`src/rtl/uart_pkg.sv`:
```
// Shared definitions for the UART transmit path: byte width, arbiter state
// encoding and default timing parameters.
package uart_pkg;

  localparam int UART_BYTE_W        = 8;
  localparam int GRANT_W            = 3;
  localparam int TRIG_CYCLES_DEF    = 4;
  localparam int TIMEOUT_CYCLES_DEF = 65535;

  typedef enum logic [1:0] {
    IDLE      = 2'd0,
    LAUNCH    = 2'd1,
    WAIT_BUSY = 2'd2,
    WAIT_DONE = 2'd3
  } arb_state_e;

endpackage

```
`src/rtl/rr_pick.sv`:
```
// Combinational round-robin selector: first valid requester at or after
// last_grant+1, searching upward with wrap. Reusable by other arbiters.
module rr_pick
  import uart_pkg::*;
#(
  parameter int N = 2
) (
  input  logic [N-1:0]       req_valid,
  input  logic [GRANT_W-1:0] last_grant,
  output logic [N-1:0]       grant_oh,
  output logic [GRANT_W-1:0] grant_idx,
  output logic               grant_any
);

  localparam int PW = GRANT_W + 1;

  logic [2*N-1:0] dbl;
  logic [N-1:0]   rot;
  logic [PW-1:0]  base;
  logic [PW-1:0]  off;
  logic [PW-1:0]  pos;

  // Rotate the request vector so bit 0 is the highest-priority requester,
  // pick the lowest set bit, then map the offset back to an absolute index.
  always_comb begin
    // NOTE: every variable gets a default before any branch, so no path can
    // leave one unassigned and infer a latch.
    dbl       = {req_valid, req_valid};
    base      = {1'b0, last_grant} + PW'(1);
    rot       = '0;
    off       = '0;
    pos       = '0;
    grant_any = 1'b0;
    grant_oh  = '0;
    if (base >= PW'(N)) begin
      base = '0;
    end
    rot = N'(dbl >> base);
    for (int i = N - 1; i >= 0; i--) begin
      if (rot[i]) begin
        grant_any = 1'b1;
        off       = PW'(i);
      end
    end
    pos = base + off;
    if (pos >= PW'(N)) begin
      pos = pos - PW'(N);
    end
    for (int j = 0; j < N; j++) begin
      grant_oh[j] = grant_any && (pos == PW'(j));
    end
  end

  assign grant_idx = pos[GRANT_W-1:0];

endmodule

```
`src/rtl/uart_tx_arbiter.sv`:
```
// Round-robin sharing of one UART transmitter between NREQ byte sources.
// Define UART_TX_ARB_TIMEOUT_EN to enable the busy-wait watchdog.
module uart_tx_arbiter
  import uart_pkg::*;
#(
  parameter int NREQ           = 2,
  parameter int TRIG_CYCLES    = TRIG_CYCLES_DEF,
  parameter int TIMEOUT_CYCLES = TIMEOUT_CYCLES_DEF
) (
  input  logic                        clk,
  input  logic                        rst_n,
  input  logic [NREQ-1:0]             req_valid,
  input  logic [UART_BYTE_W*NREQ-1:0] req_data,
  output logic [NREQ-1:0]             req_ready,
  output logic [UART_BYTE_W-1:0]      tx_data,
  output logic                        tx_int,
  input  logic                        tx_busy,
  output logic [GRANT_W-1:0]          grant_id,
  output logic                        active,
  output logic                        err_timeout
);

  localparam int                  TRIG_W    = (TRIG_CYCLES > 1) ? $clog2(TRIG_CYCLES) : 1;
  localparam logic [TRIG_W-1:0]   TRIG_LOAD = TRIG_W'(TRIG_CYCLES - 1);
  localparam logic [GRANT_W-1:0]  LAST_RST  = GRANT_W'(NREQ - 1);

  if (NREQ < 2 || NREQ > 8 || TRIG_CYCLES < 1 ||
      TIMEOUT_CYCLES < 1 || TIMEOUT_CYCLES > 65535) begin : g_bad_cfg
    $error("uart_tx_arbiter: unsupported parameter set");
  end

  arb_state_e               state_q;
  logic [TRIG_W-1:0]        trig_cnt_q;
  logic [UART_BYTE_W-1:0]   tx_data_q;
  logic                     tx_int_q;
  logic [NREQ-1:0]          req_ready_q;
  logic [GRANT_W-1:0]       grant_id_q;
  logic [GRANT_W-1:0]       last_grant_q;
  logic                     active_q;

  logic [NREQ-1:0]          pick_oh;
  logic [GRANT_W-1:0]       pick_idx;
  logic                     pick_any;
  logic [UART_BYTE_W-1:0]   pick_byte;

  rr_pick #(
    .N (NREQ)
  ) u_pick (
    .req_valid  (req_valid),
    .last_grant (last_grant_q),
    .grant_oh   (pick_oh),
    .grant_idx  (pick_idx),
    .grant_any  (pick_any)
  );

  always_comb begin
    pick_byte = '0;
    for (int i = 0; i < NREQ; i++) begin
      if (pick_oh[i]) begin
        pick_byte = req_data[i*UART_BYTE_W +: UART_BYTE_W];
      end
    end
  end

`ifdef UART_TX_ARB_TIMEOUT_EN
  localparam logic [15:0] WD_LIMIT = 16'(TIMEOUT_CYCLES);

  logic [15:0] wd_q;
  logic        err_q;
  logic        wd_expired;

  assign wd_expired = (wd_q >= WD_LIMIT);
`endif

  always_ff @(posedge clk or negedge rst_n) begin
    if (!rst_n) begin
      // NOTE: the latched byte is reset as well, so a reset mid-frame clears
      // the bus value instead of leaving a stale byte visible.
      state_q      <= IDLE;
      trig_cnt_q   <= '0;
      tx_data_q    <= '0;
      tx_int_q     <= 1'b0;
      req_ready_q  <= '0;
      grant_id_q   <= '0;
      last_grant_q <= LAST_RST;
      active_q     <= 1'b0;
`ifdef UART_TX_ARB_TIMEOUT_EN
      wd_q         <= '0;
      err_q        <= 1'b0;
`endif
    end else begin
      // NOTE: non-blocking assignments throughout, so every decision below
      // sees the pre-edge register values regardless of statement order.
      req_ready_q <= '0;
`ifdef UART_TX_ARB_TIMEOUT_EN
      err_q       <= 1'b0;
`endif
      case (state_q)
        IDLE: begin
          if (pick_any) begin
            req_ready_q  <= pick_oh;
            tx_data_q    <= pick_byte;
            grant_id_q   <= pick_idx;
            last_grant_q <= pick_idx;
            tx_int_q     <= 1'b1;
            trig_cnt_q   <= TRIG_LOAD;
            active_q     <= 1'b1;
            state_q      <= LAUNCH;
          end
        end

        LAUNCH: begin
          if (trig_cnt_q == '0) begin
            tx_int_q <= 1'b0;
            state_q  <= WAIT_BUSY;
`ifdef UART_TX_ARB_TIMEOUT_EN
            wd_q     <= '0;
`endif
          end else begin
            trig_cnt_q <= trig_cnt_q - TRIG_W'(1);
          end
        end

        WAIT_BUSY: begin
          if (tx_busy) begin
            state_q <= WAIT_DONE;
`ifdef UART_TX_ARB_TIMEOUT_EN
            wd_q    <= '0;
          end else if (wd_expired) begin
            err_q    <= 1'b1;
            active_q <= 1'b0;
            state_q  <= IDLE;
          end else begin
            wd_q <= wd_q + 16'd1;
`endif
          end
        end

        WAIT_DONE: begin
          if (!tx_busy) begin
            active_q <= 1'b0;
            state_q  <= IDLE;
`ifdef UART_TX_ARB_TIMEOUT_EN
          end else if (wd_expired) begin
            err_q    <= 1'b1;
            active_q <= 1'b0;
            state_q  <= IDLE;
          end else begin
            wd_q <= wd_q + 16'd1;
`endif
          end
        end

        default: state_q <= IDLE;
      endcase
    end
  end

  assign req_ready = req_ready_q;
  assign tx_data   = tx_data_q;
  assign tx_int    = tx_int_q;
  assign grant_id  = grant_id_q;
  assign active    = active_q;

`ifdef UART_TX_ARB_TIMEOUT_EN
  assign err_timeout = err_q;
`else
  assign err_timeout = 1'b0;
`endif

endmodule

```
`config.mk`:
```
export PLATFORM = sky130hd
export DESIGN_NAME = uart_tx_arbiter
export DESIGN_NICKNAME = d
export VERILOG_FILES = /design/src/rtl/uart_pkg.sv /design/src/rtl/rr_pick.sv /design/src/rtl/uart_tx_arbiter.sv
export SDC_FILE = /design/constraint.sdc
export NUM_CORES = 1
export LEC_CHECK = 0
export BUFFER_PORTS_ARGS = -buffer_cell sky130_fd_sc_hd__buf_2
export CAP_MARGIN = 0
export CORE_MARGIN = 1.5
export CORE_UTILIZATION = 54
export CTS_BUF_LIST = sky130_fd_sc_hd__clkbuf_16
export DETAILED_ROUTE_END_ITERATION = 10
export GPL_TIMING_DRIVEN = 0
export PLACE_DENSITY_LB_ADDON = 0.25
export REMOVE_ABC_BUFFERS = 1
export SLEW_MARGIN = 20
export SYNTH_ARGS = -nofsm -noshare
export SYNTH_HDL_FRONTEND = slang
export SYNTH_HIERARCHICAL = 1
export SYNTH_SLANG_ARGS = --single-unit
```
`constraint.sdc`:
```
create_clock -name clk -period 8.3 [get_ports clk]
set_clock_uncertainty 0.05 [all_clocks]
set_input_delay 0.415 -clock clk [delete_from_list [all_inputs] [get_ports clk]]
set_output_delay 0.415 -clock clk [all_outputs]
set_load 0.005 [all_outputs]
```
==> results of run 1 <==
==> routing by layer <==
layer / vias to the layer above / wire length [um] / global-route usage
li1: 478 / - / -
met1: 455 / 979 / 0.237
met2: 33 / 1160 / 0.351
met3: 0 / 124 / 0.0387
met4: 0 / 0 / 0.0278
met5: - / 0 / 0
==> state kept, by name (all words and copies together), names as in the netlist <==
name,flops
tx_data,8
grant_id,2
last_grant_q,2
req_ready,2
state_q,2
trig_cnt_q,2
active,1
tx_int,1
==> layout by cell type (no fill, tap or decap), types with 2 or more instances in the layout <==
cell type and instances:
mux2i_1 4, nor2_1 8, mux2_4 3, clkbuf_16 3, a22oi_1 8, a22o_1 2, o21ai_0 11, nand2b_1 6
nor2b_1 3, ha_1 12, dfrtp_1 19, nand2_1 14, and3_1 2, buf_2 35, a2bb2oi_1 2, conb_1 2
inv_1 10
==> cells in the mapped netlist, drive strengths merged, types with 2 or more instances <==
master   instances
dfrtp           19
nand2           14
ha              12
o21ai           12
inv              9
a22oi            8
buf              8
nor2             8
nand2b           6
mux2i            4
mux2             3
nor2b            3
a22o             2
a2bb2oi          2
and3             2
conb             2
nand3            2
==> stage by stage <==
stage	hold WS (ps)	power (mW)
3_3_place_gp	329	0.385
5_1_grt	97.3	0.537
4_1_cts	72.1	0.496
6_report	58.4	0.493
2_1_floorplan	69.4	0.329
3_5_place_dp	335	0.398
==> final cells by class <==
type / instances / area [sq um] / share of cell area
tap: 27 / 33.8 / 0.0235
timing repair buffer: 35 / 175 / 0.122
clock buffer: 3 / 75.1 / 0.0521
inverter: 9 / 33.8 / 0.0235
multi-input combinational: 86 / 617 / 0.428
sequential: 20 / 502 / 0.348
clock inverter: 1 / 3.75 / 0.00261
==> worst paths after layout <==
path                            startpoint         endpoint  slack (ps)  cells past startpoint
min in group clk               req_data[5]       tx_data[5]         410                      3
max                        last_grant_q[0]       tx_data[4]        4570                     14
max reg2reg                last_grant_q[0]       tx_data[4]        4570                     14
max in group asynchronous            rst_n  last_grant_q[0]        7810                      1
min                                  rst_n      grant_id[1]          60                      1
min reg2reg                     tx_data[2]       tx_data[2]         430                      2
==> cell families after synthesis <==
family | after synthesis | synth area share
AND/OR/NAND/NOR | 38 | 0.163
AO/OA/AOI/OAI | 26 | 0.140
flip-flops | 20 | 0.416
buffers and inverters | 17 | 0.0716
adder cells (fa/ha/maj) | 12 | 0.125
multiplexers | 7 | 0.0706
other | 2 | 0.00623
XOR/XNOR | 1 | 0.00727
==> report_power, final <==
part,total [mW],internal (mW),switching [mW],leakage [nW]
logic,0.240,0.112,0.128,0.502
registers,0.157,0.134,0.0232,0.248
clock network,0.0964,0.0640,0.0324,0.0423
total,0.493,0.310,0.183,0.793
==> results.md, run 1 <==
- Status: finished, final reports clean
- CTS clk-pin slew, worst paths: 50 ps
- Global-route usage over all layers: 0.193
- Final Cycle Share: 0.449
- Largest area contributor in the netlist: dfrtp_1
- Gr ovfl total: 0
- PwrDens: ~340 nW/um^2
- # diodes: 0
- Final nets: approximately 190
- CTS tree: done
- Avg Synthesized Cell Area: around 10 sq um
- Startpoint Class: flip-flop
- Drt wl/cell: 12.5 um
- Rows: 16
- Clk Tree Root Cell: clkbuf_16
- Fin util: 0.712
- Worst skew pair latency: 250 ps
- First-pass GRT wire length: around 3800 um
- Minimum clock period: around 3700 ps
- Core Area: approximately 2000 sq um
- RSZ-0062 raised after global routing: no
- DP Cell Count: between 150 and 200
- Filler cell count: approximately 150
- Buffers & Inverters on Critical Path: 1
- Final setup viols: 0
- Number of I/O pins: 37
- Hold Violations, Final: 0
- Post-CTS setup buffers: 0
- Worst vdd rail ir drop: around 0.21 mV
- Worst path most repeated cell: ha_1
- Required @ worst endpoint: approximately 8400 ps
- Full die area: ~2500 sq um
- Netlist cell types: 27
- Post-route insts no fill: 181
- Synth area leaders: dfrtp_1 (39%), ha_1 (12%), a22oi_1 (5.0%), o21ai_0 (4.6%), nand2_1 (4.4%)
- Die span in y: approximately 50 um
- H-tree Lvls: 1
- Placer Congestion: slightly below 0.7
- Die Wd: between 50 and 60 um
- Area Overhead vs Synth: 19.5%
- Total routed wirelength: approximately 2300 um
- Vias in the first global route: slightly above 900
- Slew margin rel.: 0.559
- Final WS setup: 4570 ps
- Achievable Freq: 268 MHz
- Share of layout cells above drive strength 1: 0.292
- DRT iter0 DRCs: 21
- Largest net degree at the start of global routing: 21
- DP Worst Slack: ~4600 ps
- Leak Pwr: between 0.7 and 0.8 nW
- Clock buffer depth: 2
- Mapped Cells: ~120
- Tightest Hold Check Type: input port to asynchronous set/reset pin
- CP max stage cell: dfstp_2
- Fin. max-slew vios: 0
- Worst setup path class: flip-flop to flip-flop
- Via density: roughly 5.3
- Yosys warns: 6
- Synth Cell Area: approximately 1200 sq um
- Initial antenna violation count: 0
- Clock Sinks: 20
- Gates resized, CTS repair: 0
- Setup TNS: 0 ps
- Sequential share of the synthesized area: 0.416
- Post-synth top area share: 0.395
- WP data arrival: roughly 3800 ps
- CP delay by family, top: simple AND/OR/NAND/NOR gates
- ANT nets after route: 0
- Post-synth top flop: dfrtp_1
- Hold buffer count at cts: 0
- Worst Tran Pin Value: 659 ps
- Async set or reset register ratio after synthesis: 1.00
- CP peak stage delay: around 560 ps
- EDFF count, synth: 0
- Total CTS buffers: 3
- MaxCap Viol Count: 0
- Port Buffers: 35
- Worst-path maximum fanout: 10
- DRC violations left: 0
- Detailed placer's ending HPWL: 1760 um
- FF+latch count, synth: 20
- First-pass DRT Iterations: 4
- Starting Density: 0.596
- Placed cell areas: around 1400 sq um
- Via count: between 900 and 1,000
- Element type at the critical path end: flip-flop
- Crit path cell chain: ha_1 > xor2_1 > nor4b_2 > mux2i_1 > ha_1 > ha_1 > inv_1 > ha_1 > and3b_1 > o21ai_0 > nor2_1 > nor2b_1 > a22oi_1 > o21ai_0
- Design Area, Final: between 1000 and 1500 sq um
(Power assumes the default switching activity.)
==> inputs of run 2 (changes only) <==
--- a/config.mk
+++ b/config.mk
@@ -5,10 +5,12 @@
 export SDC_FILE = /design/constraint.sdc
 export NUM_CORES = 1
 export LEC_CHECK = 0
+export ABC_AREA = 1
 export BUFFER_PORTS_ARGS = -buffer_cell sky130_fd_sc_hd__buf_2
 export CAP_MARGIN = 0
+export CORE_ASPECT_RATIO = 1.75
 export CORE_MARGIN = 1.5
-export CORE_UTILIZATION = 54
+export CORE_UTILIZATION = 51
 export CTS_BUF_LIST = sky130_fd_sc_hd__clkbuf_16
 export DETAILED_ROUTE_END_ITERATION = 10
 export GPL_TIMING_DRIVEN = 0
==> constraint.sdc (replaced) <==
create_clock -name clk -period 3.85 [get_ports clk]
set_clock_uncertainty 0.05 [all_clocks]
set_input_delay 0.1925 -clock clk [delete_from_list [all_inputs] [get_ports clk]]
set_output_delay 0.1925 -clock clk [all_outputs]
set_load 0.005 [all_outputs]
==> results.md, run 2 <==
- Status: finished, final reports clean
- Element type at the critical path end: flip-flop
- WP data arrival: 3370 ps
- Fin. max-slew vios: 0
- Combinational family with the most area after synthesis: simple AND/OR/NAND/NOR gates
- Placer Congestion: about 0.76
- Sequential share of power: 0.285
- Leak Pwr: about 0.86 nW
- Gates resized, CTS repair: 0
- Via count: between 1,000 and 1,500
- Most common cell in the netlist: nand2_1
- Adder-cell share of the synthesized area: 0.113
- Mux cell area share after synthesis: 0
- Die span in y: ~71 um
- Clk Tree Root Cell: clkbuf_16
- Reg-to-reg slack, setup: approximately 560 ps
- Post-synth top area share: 0.358
- Port Buffers: 35
- Largest area contributor in the netlist: dfrtp_1
- DP Worst Slack: 549 ps
- EDFF count, synth: 0
- Async set or reset register ratio after synthesis: 1.00
- Full die area: a little under 3000 sq um
- Via density: 5.01
- First-pass DRT Iterations: 4
- Slew margin rel.: 0.467
- Busiest grt layer: met2
- Commonest non-fill, non-tap cell in the layout: nand2_1
- R2R Path End: tx_data[6]
- NetSw: 0.590 mW
- Total CTS buffers: 3
- Area Overhead vs Synth: 17.7%
- Post-synth top flop: dfrtp_1
- Clock buffer depth: 2
- Hold Violations, Final: 0
- WHS Endpoint: tx_data[3]
- Top cell types by occurrence after synthesis: nand2_1 (42), inv_1 (21), dfrtp_1 (19)
- Final setup viols: 0
- GR met2 Demand/Resource: 0.377
- MaxCap Viol Count: 0
- Netlist cell types: 23
- Startpoint Class: flip-flop
- Initial antenna violation count: 0
- Core Area: around 2500 sq um
- Synth Cell Area: around 1300 sq um
- Avg Synthesized Cell Area: approximately 7.9 sq um
- Final Cycle Share: 0.854
- Drt wl/cell: between 10 and 15 um
- Synth Area in Simple Gates: 0.266
- FF+latch count, synth: 20
- Detailed placer's ending HPWL: approximately 2100 um
- Commonest cells after routing, fill and taps aside: nand2_1 (42), buf_2 (35), inv_1 (21)
- Synth area leaders: dfrtp_1 (36%), nand2_1 (12%), ha_1 (11%), a21oi_2 (7.9%), inv_1 (5.9%)
- ANT nets after route: 0
- RSZ-0062 raised after global routing: no
- Clock share of power: 0.157
- H-tree Lvls: 1
- Worst vdd rail ir drop: about 0.53 mV
- Total routed wirelength: 2600 um
- Largest net degree at the start of global routing: 21
- Vias in the first global route: approximately 1,200
- Combinational power share: 0.557
- Post-CTS setup buffers: 0
- First-pass GRT wire length: 4730 um
- Setup TNS: 0 ps
- Achievable Freq: ~300 MHz
- CTS clk-pin slew, worst paths: ~50 ps
- # diodes: 0
- Met3 Track Usage GR: 0.0336
- Sequential share of the synthesized area: 0.378
- Final WS setup: 563 ps
- Die Wd: 41.6 um
- Share of layout cells above drive strength 1: 0.322
- DRC violations left: 0
- Switching share of power: 0.442
- Worst Tran Pin Value: 796 ps
- Rows: 24
- Tightest Hold Check Type: input port to flip-flop
- Min-Delay Path Depth: 3
- Mapped Cells: roughly 170
- Compound-Gate Fraction of Synth Area: 0.121
- Yosys warns: 6
- R2R cell count: 18
- PwrDens: 853 nW/um^2
- CTS tree: done
- Met1 GRT Util: 0.225
- Worst setup path class: flip-flop to flip-flop
- Worst-path maximum fanout: 9
- Number of I/O pins: 37
- Clock Sinks: 20
- P_int: roughly 0.74 mW
- Filler cell count: 245
- Final nets: between 200 and 250
- Xor/xnor cell area share of the yosys netlist: 0
- Worst skew pair latency: 250 ps
- HP Start: req_data[3]
- Required @ worst endpoint: 3930 ps
- Gr ovfl total: 0
- Max reg flops: 8
- DRT iter0 DRCs: 16
- FF-to-FF Start: last_grant_q[0]
- Overall Power: around 1.3 mW
- Global-route usage over all layers: 0.203
- Minimum clock period: 3290 ps
- Starting Density: 0.533
run 2: cells by family after synthesis:
kind of cell / Yosys count
other cells: 2
flops: 20
compound gates: 22
buf+inv: 32
simple gates: 81
fa+ha+maj: 12
run 2: stage by stage:
step | instance area (sq um) | cells | hold WS, ps | utilization
floorplan | 1270 | 162 | -153 | -
global placement | 1480 | 223 | 119 | 0.592
detailed placement | 1480 | 223 | 116 | 0.592
CTS | 1560 | 228 | 163 | 0.628
global route | 1560 | 228 | 171 | 0.628
finish | 1560 | 228 | 162 | 0.628
run 2: area by class of cell:
| class | instances | area, sq um | area share |
|---|---|---|---|
| flip-flops and latches | 20 | 502 | 0.321 |
| inverters | 25 | 93.8 | 0.0600 |
| multi-input cells | 117 | 672 | 0.430 |
| repair buffers | 36 | 185 | 0.118 |
| clock buffers | 3 | 75.1 | 0.0480 |
| clock inverters | 1 | 3.75 | 0.00240 |
| well taps | 26 | 32.5 | 0.0208 |
run 2: power by group through the flow:
stage          combinational [mW]  clock, mW  sequential, mW
3_5_place_dp                0.748          0           0.385
3_3_place_gp                0.713          0           0.378
4_1_cts                     0.754      0.214           0.382
6_report                    0.744      0.210           0.381
5_1_grt                     0.852      0.224           0.396
2_1_floorplan               0.541          0           0.384
run 2: worst max-delay path by stage:
stage                       endpoint  depth (start not counted)       startpoint
after floorplan           tx_data[5]                         18  last_grant_q[0]
after global placement    tx_data[1]                         18  last_grant_q[0]
after detailed placement  tx_data[4]                         18  last_grant_q[0]
after CTS                 tx_data[4]                         18  last_grant_q[0]
after global routing      tx_data[4]                         18  last_grant_q[0]
final                     tx_data[6]                         18  last_grant_q[0]
run 2: critical path, stage by stage, from the launching register on:
cell	delay, ps
dfstp_2	550
ha_1	190
inv_1	60
nand2_1	70
nand2_2	60
nor2_4	100
nor2_2	40
nor2_2	90
ha_1	150
ha_1	170
inv_1	70
ha_1	290
inv_1	40
o22ai_1	120
nand2_1	80
nor2_1	610
inv_2	210
nand3_1	150
a21oi_2	60
run 2: what timing repair did:
item                       in CTS  in global routing
hold buffers                    1                  0
hold endpoints to repair       19                  0
setup endpoints to repair       0                  0
run 2: layer usage:
metal  part of all wire  routed length [um]
met1               0.41                1060
met2               0.55                1430
met3              0.031                  80
met4              0.015                  40
met5                  0                   0
